`src/rtl/fetch_unit.sv`:
```
// Instruction fetch stage for the RV32C core: fetches aligned words, splits them into
// halfwords, and queues them for the decoder behind a valid/ready handshake.
module fetch_unit #(
  parameter int unsigned DEPTH    = 4,
  parameter logic [31:0] RESET_PC = 32'd0
) (
  input  logic        clock,
  input  logic        reset,
  output logic        mem_req,
  output logic [31:0] mem_addr,
  input  logic [31:0] mem_rdata,
  input  logic        redirect,
  input  logic [31:0] redirect_pc,
  output logic        inst_valid,
  output logic [15:0] inst,
  output logic [31:0] inst_pc,
  input  logic        inst_ready
);

  localparam int unsigned PtrW  = $clog2(DEPTH);
  localparam int unsigned CntW  = PtrW + 1;
  localparam int unsigned FillW = CntW + 1;

  logic [15:0]      queue [DEPTH];
  logic [PtrW-1:0]  rd_ptr;
  logic [PtrW-1:0]  wr_ptr;
  logic [CntW-1:0]  count;
  logic [CntW-1:0]  n_push;
  logic [FillW-1:0] fill;
  logic [31:0]      fetch_pc;
  logic [31:0]      head_pc;
  logic             pending;
  logic             skip;
  logic             push;
  logic             pop;

  assign inst_valid = (count != '0);
  assign inst       = queue[rd_ptr];
  assign inst_pc    = head_pc;
  assign mem_addr   = fetch_pc;

  always_comb begin
    // An in-flight request reserves two slots so its response can never overflow.
    fill    = {1'b0, count} + (pending ? FillW'(2) : FillW'(0));
    mem_req = !reset && !redirect && (fill <= FillW'(DEPTH - 2));
    push    = pending && !redirect && !reset;
    pop     = inst_valid && inst_ready && !redirect;
    n_push  = '0;
    if (push) begin
      n_push = skip ? CntW'(1) : CntW'(2);
    end
  end

  // Storage is not reset; count and pointers define which entries are live.
  always_ff @(posedge clock) begin
    if (push) begin
      if (skip) begin
        queue[wr_ptr] <= mem_rdata[31:16];
      end else begin
        queue[wr_ptr]              <= mem_rdata[15:0];
        queue[wr_ptr + PtrW'(1)]   <= mem_rdata[31:16];
      end
    end
  end

  always_ff @(posedge clock) begin
    if (reset) begin
      fetch_pc <= {RESET_PC[31:2], 2'b00};
      head_pc  <= {RESET_PC[31:1], 1'b0};
      skip     <= RESET_PC[1];
      pending  <= 1'b0;
      count    <= '0;
      rd_ptr   <= '0;
      wr_ptr   <= '0;
    end else if (redirect) begin
      fetch_pc <= redirect_pc & ~32'd3;
      head_pc  <= redirect_pc & ~32'd1;
      skip     <= redirect_pc[1];
      pending  <= 1'b0;
      count    <= '0;
      rd_ptr   <= '0;
      wr_ptr   <= '0;
    end else begin
      pending <= mem_req;
      if (mem_req) begin
        fetch_pc <= fetch_pc + 32'd4;
      end
      if (push) begin
        skip   <= 1'b0;
        wr_ptr <= wr_ptr + (skip ? PtrW'(1) : PtrW'(2));
      end
      if (pop) begin
        rd_ptr  <= rd_ptr + PtrW'(1);
        head_pc <= head_pc + 32'd2;
      end
      count <= count + n_push - CntW'(pop);
    end
  end

endmodule
```
`config.mk`:
```
export PLATFORM = sky130hd
export DESIGN_NAME = fetch_unit
export DESIGN_NICKNAME = d
export VERILOG_FILES = /design/src/rtl/fetch_unit.sv
export SDC_FILE = /design/constraint.sdc
export NUM_CORES = 1
export LEC_CHECK = 0
export ABC_AREA = 1
export CORE_MARGIN = 2
export CORE_UTILIZATION = 57
export CTS_CLUSTER_SIZE = 25
export DETAILED_ROUTE_END_ITERATION = 16
export GPL_TIMING_DRIVEN = 0
export PLACE_DENSITY = 0.86
export SLEW_MARGIN = 20
export SYNTH_ARGS = -nofsm -noshare
export SYNTH_HDL_FRONTEND = slang
export SYNTH_SLANG_ARGS = --single-unit
```
`constraint.sdc`:
```
create_clock -name clock -period 3.95 [get_ports clock]
set_input_delay 0.395 -clock clock [delete_from_list [all_inputs] [get_ports clock]]
set_output_delay 0.395 -clock clock [all_outputs]
set_load 0.005 [all_outputs]
```
# Word-level counts from Yosys, hierarchy flattened
# Memory sizes are Yosys's and may differ from the RTL's. A register that Yosys moved wholly into a read port is not among the register bits.
# Index checks and enable logic that the tools add are counted.
[classes]
addsub = 8
magnitude_cmp = 1
n_mux = 19
bitwise_logic = 1
n_reduce_logical = 13
[ops]
columns = ["cell", "n"]
rows = [
  ["2-to-1 mux 32 bit", 4],
  ["adder 32 x 2 -> 32 bit, second input constant", 1],
  ["adder 32 x 3 -> 32 bit, second input constant", 1],
  ["2-to-1 mux 16 bit", 1],
  ["2-to-1 mux 2 bit", 6],
  ["2-to-1 mux 1 bit", 8],
  ["logical AND 1 bit", 6],
  ["nonzero test 2 bit", 3],
  ["adder 2 x 1 -> 2 bit, second input constant", 2],
  ["adder 3 x 2 -> 4 bit", 1],
  ["less-or-equal comparator 4 x 2 -> 1 bit, second input constant", 1],
  ["adder 3 x 2 -> 3 bit", 1],
  ["nonzero test 3 bit", 1],
  ["subtractor 3 x 1 -> 3 bit", 1],
  ["adder 2 bit", 1],
  ["logical NOT 1 bit", 2],
  ["OR reduction 2 bit", 1],
  ["OR 1 bit", 1],
]
[word_totals]
register_bits = 73
ramBits = 64
input_bits = 68
wordCells = 52
memories = 1
[mem_list]
columns = ["name", "words", "word_bits", "rd", "rd_clocked_by_memory_dff", "wr", "line", "source"]
rows = [
  ["queue", 4, 16, 1, 1, 2, "24", "logic [15:0] queue [DEPTH];"],
]

# Logic depth before layout (Yosys ltp)
# Gate-level depths: netlist (run 1).
[depth]
ltp_word = 6
mapped_depth = 13

# Worst setup path after synthesis (run 1)
# OpenSTA, ideal clock, no wires.
[synth_path]
path_type = "input port to flip-flop"
from = "in redirect"
to = "mem queue[3][0], enable pin"
arrival_time_ns = 2.196
required_ns = 3.536
path_slack_ns = 1.340
stages = 6
path_buffers = 1
cell_sequence = "buf_6 > nor2_8 > inv_2 > nor2_4 > inv_2 > a211oi_1"
[synth_rtl]
columns = ["item", "line", "source"]
rows = [
  ["from (decl)", "12", "input logic redirect,"],
  ["to (decl)", "24", ""],
]

# Worst setup path after layout (run 1)
[layout_path]
from = "reg count[0]"
to = "reg count[2]"
[layout_via]
elab_chain_cells = 4
word_cells_on_any_way = 5
classes_between = "add/sub (2); reduce/logical (3)"
[layout_lines]
columns = ["item", "line", "source"]
rows = [
  ["from (decl)", "27", "logic [CntW-1:0] count;"],
  ["from (signal assigned)", "96", "count <= count + n_push - CntW'(pop);"],
  ["nonzero test 3 bit", "37", "assign inst_valid = (count != '0);"],
  ["logical AND 1 bit (2 in a row)", "47", "pop = inst_valid && inst_ready && !redirect;"],
  ["named net pop", "35", "logic pop;"],
  ["subtractor 3 x 1 -> 3 bit", "96", ""],
]
# The timed path passes the listed nets, and every way through them passes these cells.
# A chain may end at the register's enable or synchronous reset.

==> reports/qor.txt, run 1 <==
fill cell total of the finished layout: 1083
met2 usage: 0.594
Util after Layout: 0.744
DRC: 0
setup bufs post-CTS: 0
Final period util: 0.766
antenna cell count: 0
DRT iter0 DRCs: 1274
skew final: 9.07 ps
Mapped Area: 0.00798 mm^2
RSZ-0062 raised after global routing: false
met1 usage: 0.439
grt met3 use: 0.0702
Rows: 43
max cap viols: 0
worst reg2reg setup slack: 920 ps
grt ovf: 0
final hold viol count: 0
I/O Buffers: 144
Top Usage Layer GRT: met2
Total Power: 0.00361 W
gp weighted congestion: 0.951
CP max-delay cell: nor2_2
f_max: 330 MHz
status: completed
setup ws final: 923 ps
final setup violation count: 0
antenna violations before repair: 0
DIE AREA: 0.0150 mm^2
worst skew pair latency: 430 ps
Num CTS Buffers: 17
final instance area: 0.0102 mm^2
maximum VDD drop: 0.000304 V
final wirelength: 27.0 mm
worst-case reg-to-reg path depth: 11
Rel. slew slack: 0.426
crit path max fanout: 10
post-synthesis sequential area ratio: 0.421
data arrival time of the critical path: 3390 ps
Area Overhead vs Synth: 28.3%
CTS sink cnt: 136
Hold Crit Depth: 3
hold-critical path endpoint: inst_pc[4]$_SDFFE_PP0P_
routed len/inst: 17.8 um
Post-DP Area: 0.00968 mm^2
max-slew violation count: 0
DP HPWL: 19.2 mm
Synth Register Bits: 136
layout cell share with drive strength beyond 1: 0.0577
worst r2r dst: count[2]$_SDFF_PN0_
CTS-repair resized insts: 0
minimum clock period: 3030 ps
Clock Path Buffers: 2
PD cells: 353 mW/mm^2
WP buf/inv: 2
Root Driver: clkbuf_16
Vias: 8917
CTS tree: done
placeable core area: 0.0138 mm^2
worst hold start: redirect
YS warnings: 0
Avg Vias per Cell: 5.89
Leak Pwr: 4.03 nW
critical path, cell by cell: nor2_1 -> nand2_1 -> nand2_1 -> nor2_2 -> buf_2 -> ha_1 -> inv_1 -> ha_1 -> fa_1 -> or2_2 -> a21oi_1
first-pass GRT wire length: 41.6 mm
CP endpoint kind: flip-flop
Worst R2R Start: count[0]$_SDFF_PN0_
slew of the pin with the lowest slew margin: 859 ps
Setup CP Type: flip-flop to flip-flop
Synth cell types: 36
Mapped Cells: 1156
Final #Nets: 1398
Critical Path Start Type: flip-flop
# H-tree levels: 4
Setup TNS: 0 ps
Top Family by Delay on Critical Path: simple AND/OR/NAND/NOR gates
Initial Util: 0.580
Critical Path Max Stage Delay: 560 ps
CTS clk-pin slew, worst paths: 60 ps
pre-CTS setup slack: 622 ps
Die W: 122 um
global-route usage over all layers: 0.363
Pre-antenna DRT Iters: 6
IO Pins: 150
syn avg cell area: 6.91 um^2
WP data required: 4310 ps
vias in the first global route: 8296
largest net degree at the start of global routing: 17
HP Class: input port to flip-flop
die height: 122 um
hold bufs inserted after CTS: 0
ANT nets after route: 0
-- tightest hold or removal path: cells and delay by family --
kind / cells / cell delay [ps]
AOI/OAI and AO/OA: 1 / 80
buffers and inverters: 1 / 130
and+or+nand+nor: 1 / 110
-- per-layer routing --
| metal | wire [um] | vias up |
|---|---|---|
| met2 | 12700 | 683 |
| li1 | - | 4081 |
| met1 | 9530 | 4007 |
| met3 | 3180 | 146 |
| met5 | 0 | - |
| met4 | 1550 | 0 |
-- where the power goes --
| part | switching, W | internal, W | leakage, nW | total (W) |
|---|---|---|---|---|
| clock network | 0.000623 | 0.000918 | 0.262 | 0.00154 |
| registers | 0.0000704 | 0.00153 | 1.17 | 0.00160 |
| logic | 0.000248 | 0.000222 | 2.60 | 0.000470 |
| total | 0.000942 | 0.00267 | 4.03 | 0.00361 |
-- kinds of logic after synthesis --
group	after synthesis	synth area share
xor+xnor	19	0.0208
buf+inv	171	0.0865
compound gates	243	0.167
other cells	1	0.000470
flops	136	0.421
fa+ha+maj	8	0.0135
simple gates	578	0.290
-- state kept, by name, indices dropped and copies added, names as in the netlist, named ones only --
register / flops
count: 3
inst_pc: 31
mem_addr: 30
pending: 1
queue: 64
rd_ptr: 2
skip: 1
wr_ptr: 2
-- worst max-delay path by stage --
stage	cells after the start	slack [ps]	to	start
final	11	920	count[2]$_SDFF_PN0_	count[0]$_SDFF_PN0_
after global routing	11	790	count[2]$_SDFF_PN0_	count[1]$_SDFF_PN0_
after CTS	11	960	count[2]$_SDFF_PN0_	count[1]$_SDFF_PN0_
after detailed placement	13	620	count[2]$_SDFF_PN0_	reset
after global placement	6	-150	queue[3][7]$_DFFE_PP_	reset
after floorplan	6	1340	queue[3][0]$_DFFE_PP_	redirect
-- cell usage in the layout (no fill, tap or decap), drive strengths merged, types with 8 or more instances in the layout --
| master | instances |
|---|---|
| inv | 126 |
| xnor2 | 8 |
| dfxtp | 72 |
| a21oi | 50 |
| buf | 20 |
| a31oi | 13 |
| o22ai | 16 |
| clkbuf | 44 |
| nor2 | 136 |
| edfxtp | 64 |
| xor2 | 11 |
| clkinv | 8 |
| clkdlybuf4s50 | 144 |
| o21ai | 155 |
| nand3 | 56 |
| nand2 | 377 |
-- Yosys cell counts (all sizes together) --
library cell	instances	area share
a21oi	50	0.031
nand4	2	0.0016
dfxtp	72	0.18
nor3	3	0.0019
nand2	377	0.18
nor2	136	0.070
buf	19	0.015
o21ai	155	0.10
ha	7	0.011
o32ai	1	0.0011
or2	2	0.0016
nand3	56	0.036
edfxtp	64	0.24
and2	2	0.0016
a31oi	13	0.010
fa	1	0.0025
xnor2	8	0.0088
inv	125	0.059
xor2	11	0.012
clkbuf	26	0.012
clkinv	1	0.00047
o22ai	16	0.013
o211ai	2	0.0019
conb	1	0.00047
o21bai	4	0.0038
a211oi	2	0.0019
-- metrics by stage --
stage          instances  hold WS, ps
5_1_grt             1515          341
2_1_floorplan       1158          436
3_3_place_gp        1482          452
6_report            1515          327
4_1_cts             1515          339
3_5_place_dp        1483          457
-- layout make-up --
class,count,area (um^2),area share
Timing Repair Buffer,145,1450,0.142
Clock inverter,14,133,0.0129
Clock buffer,18,429,0.0419
Inverter,126,473,0.0462
Multi-Input combinational cell,851,3950,0.386
Buffer,45,218,0.0213
Tap cell,180,225,0.0220
Sequential cell,136,3360,0.328
Power figures use the tool's default switching activity.
==> inputs of run 2 (changes only) <==
--- a/config.mk
+++ b/config.mk
@@ -7,11 +7,11 @@
 export LEC_CHECK = 0
 export ABC_AREA = 1
 export CORE_MARGIN = 2
-export CORE_UTILIZATION = 57
+export CORE_UTILIZATION = 53
 export CTS_CLUSTER_SIZE = 25
 export DETAILED_ROUTE_END_ITERATION = 16
 export GPL_TIMING_DRIVEN = 0
-export PLACE_DENSITY = 0.86
+export PLACE_DENSITY = 0.81
 export SLEW_MARGIN = 20
 export SYNTH_ARGS = -nofsm -noshare
 export SYNTH_HDL_FRONTEND = slang
==> constraint.sdc (replaced) <==
create_clock -name clock -period 2.82 [get_ports clock]
set_input_delay 0.282 -clock clock [delete_from_list [all_inputs] [get_ports clock]]
set_output_delay 0.282 -clock clock [all_outputs]
set_load 0.005 [all_outputs]
==> run 2 against run 1 <==
Combinational power up 39%. Worst setup slack lost 810 ps. Global-route usage decreased by 4.2 points. Wire length decreased by 4.3%. Clock-buffer cell count shrank 1. Non-clock buffer count grew 5. Hold slack worse by 120 ps. Sequential share of layout area decreased by 0.19 points. Critical endpoint is now queue[2][6]$_DFFE_PP_.
==> reports/qor.txt, run 2 (synthesis gave the netlist of run 1 again) <==
DRT iter0 DRCs: 1139
pre-CTS setup slack: -385 ps
Rows: 44
WP buf/inv: 4
routed len/inst: 17.0 um
setup ws final: 109 ps
Post-DP Area: 0.00969 mm^2
CTS tree: done
placeable core area: 0.0146 mm^2
Area Overhead vs Synth: 29.1%
Final period util: 0.961
worst reg2reg setup slack: 220 ps
largest net degree at the start of global routing: 17
Critical Path Start Type: input port
hold bufs inserted after CTS: 0
Clock power frac: 0.421
RSZ-0062 raised after global routing: false
share of power burned in registers: 0.449
crit path max fanout: 16
Critical Path Max Stage Delay: 650 ps
first-pass GRT wire length: 40.2 mm
Logic pwr share: 0.130
final setup violation count: 0
worst skew pair latency: 430 ps
Pre-antenna DRT Iters: 6
minimum clock period: 2710 ps
WP data required: 2800 ps
status: completed
maximum VDD drop: 0.000412 V
DIE AREA: 0.0161 mm^2
DP HPWL: 18.8 mm
Vias: 8594
final hold viol count: 0
max-slew violation count: 0
antenna cell count: 0
Finished Layout Cells: 1524
# H-tree levels: 4
Initial Util: 0.545
final instance area: 0.0103 mm^2
Min Hold Slack: 208 ps
I/O Buffers: 144
Switching Share: 0.266
vias in the first global route: 7715
Leak Pwr: 4.06 nW
data arrival time of the critical path: 2690 ps
most frequent cells in the layout: nand2_1, clkdlybuf4s50_1, nor2_1, inv_1, o21ai_0
Top Family by Delay on Critical Path: buffers and inverters
skew final: 5.28 ps
layout cell share with drive strength beyond 1: 0.0657
antenna violations before repair: 0
Setup CP Type: input port to flip-flop
f_max: 369 MHz
DRC: 0
Final #Nets: 1403
Die W: 127 um
switching pwr: 0.00133 W
Avg Vias per Cell: 5.64
Num CTS Buffers: 17
Rel. slew slack: 0.433
CP max-delay cell: nand2_1
HP Class: input port to flip-flop
final wirelength: 25.8 mm
Int Power: 0.00367 W
CP endpoint kind: flip-flop
CTS sink cnt: 136
IO Pins: 150
Total Power: 0.00500 W
critical path, cell by cell: clkdlybuf4s50_1 -> nor2_8 -> inv_2 -> nor2_4 -> inv_2 -> nor2_8 -> nand2_2 -> clkbuf_1 -> nand2_1
die height: 127 um
max cap viols: 0
register with the most flip-flops: queue
gp weighted congestion: 0.974
most common cell after layout, fill and taps aside: nand2_1
ANT nets after route: 0
Clock Path Buffers: 2
grt ovf: 0
PD cells: 485 mW/mm^2
fill cell total of the finished layout: 1238
Root Driver: clkbuf_16
Inst Count DP: 1487
max reg flops: 64
global-route usage over all layers: 0.321
CTS clk-pin slew, worst paths: 60 ps
slew of the pin with the lowest slew margin: 849 ps
==> run 2: cell types whose count changed in the layout (fill, tap and decap cells not counted), moves of 2 or more <==
cell	before	now
clkinv_4	1	4
buf_4	5	9
clkbuf_1	27	25
clkinv_1	5	3
==> run 2: power by group through the flow <==
stage | clock network (W) | registers (W) | logic (W)
floorplan | 0 | 0.00225 | 0.000316
global placement | 0 | 0.00228 | 0.000618
detailed placement | 0 | 0.00228 | 0.000633
CTS | 0.00212 | 0.00224 | 0.000640
global route | 0.00219 | 0.00225 | 0.000717
finish | 0.00210 | 0.00224 | 0.000652
==> run 2: final cells by class <==
cell class / count / area (um^2) / share of cell area
Buffer: 45 / 225 / 0.0219
Clock buffer: 17 / 425 / 0.0413
Clock inverter: 15 / 130 / 0.0126
Inverter: 126 / 473 / 0.0459
Multi-Input combinational cell: 851 / 3960 / 0.385
Sequential cell: 136 / 3360 / 0.326
Tap cell: 184 / 230 / 0.0223
Timing Repair Buffer: 150 / 1490 / 0.145
==> run 2: final timing paths <==
| check | startpoint | to | depth (start not counted) |
|---|---|---|---|
| worst max-delay path | reset | queue[2][6]$_DFFE_PP_ | 9 |
| worst min-delay path | redirect | rd_ptr[1]$_SDFFE_PN0P_ | 4 |
| worst max register to register | count[0]$_SDFF_PN0_ | count[2]$_SDFF_PN0_ | 11 |
| worst min register to register | rd_ptr[1]$_SDFFE_PN0P_ | rd_ptr[1]$_SDFFE_PN0P_ | 2 |
==> run 2: routing by layer <==
layer	vias to the layer above	GRT usage	wire, um
met3	71	0.0603	2840
met5	-	0	0
met1	3841	0.440	10500
li1	4099	-	-
met2	583	0.498	11600
met4	0	0.144	843
==> run 2: repair_timing <==
| action | in CTS | in global routing |
|---|---|---|
| pin swaps | 0 | 2 |
| endpoints found under the hold margin | 0 | 0 |
| gates resized for setup | 1 | 6 |
| setup buffers | 0 | 5 |
| setup endpoints to repair | 1 | 19 |
==> run 2: per-stage QoR <==
stage,TNS (ps),utilization
floorplan,0,-
global placement,-32300,0.660
detailed placement,-13580,0.662
CTS,0,0.700
global route,0,0.704
finish,0,0.704
==> run 2: worst min-delay path, cell delays in order <==
cell and delay, ps:
buf_6 140, nor2_8 50, o21ai_0 60, a21oi_1 50
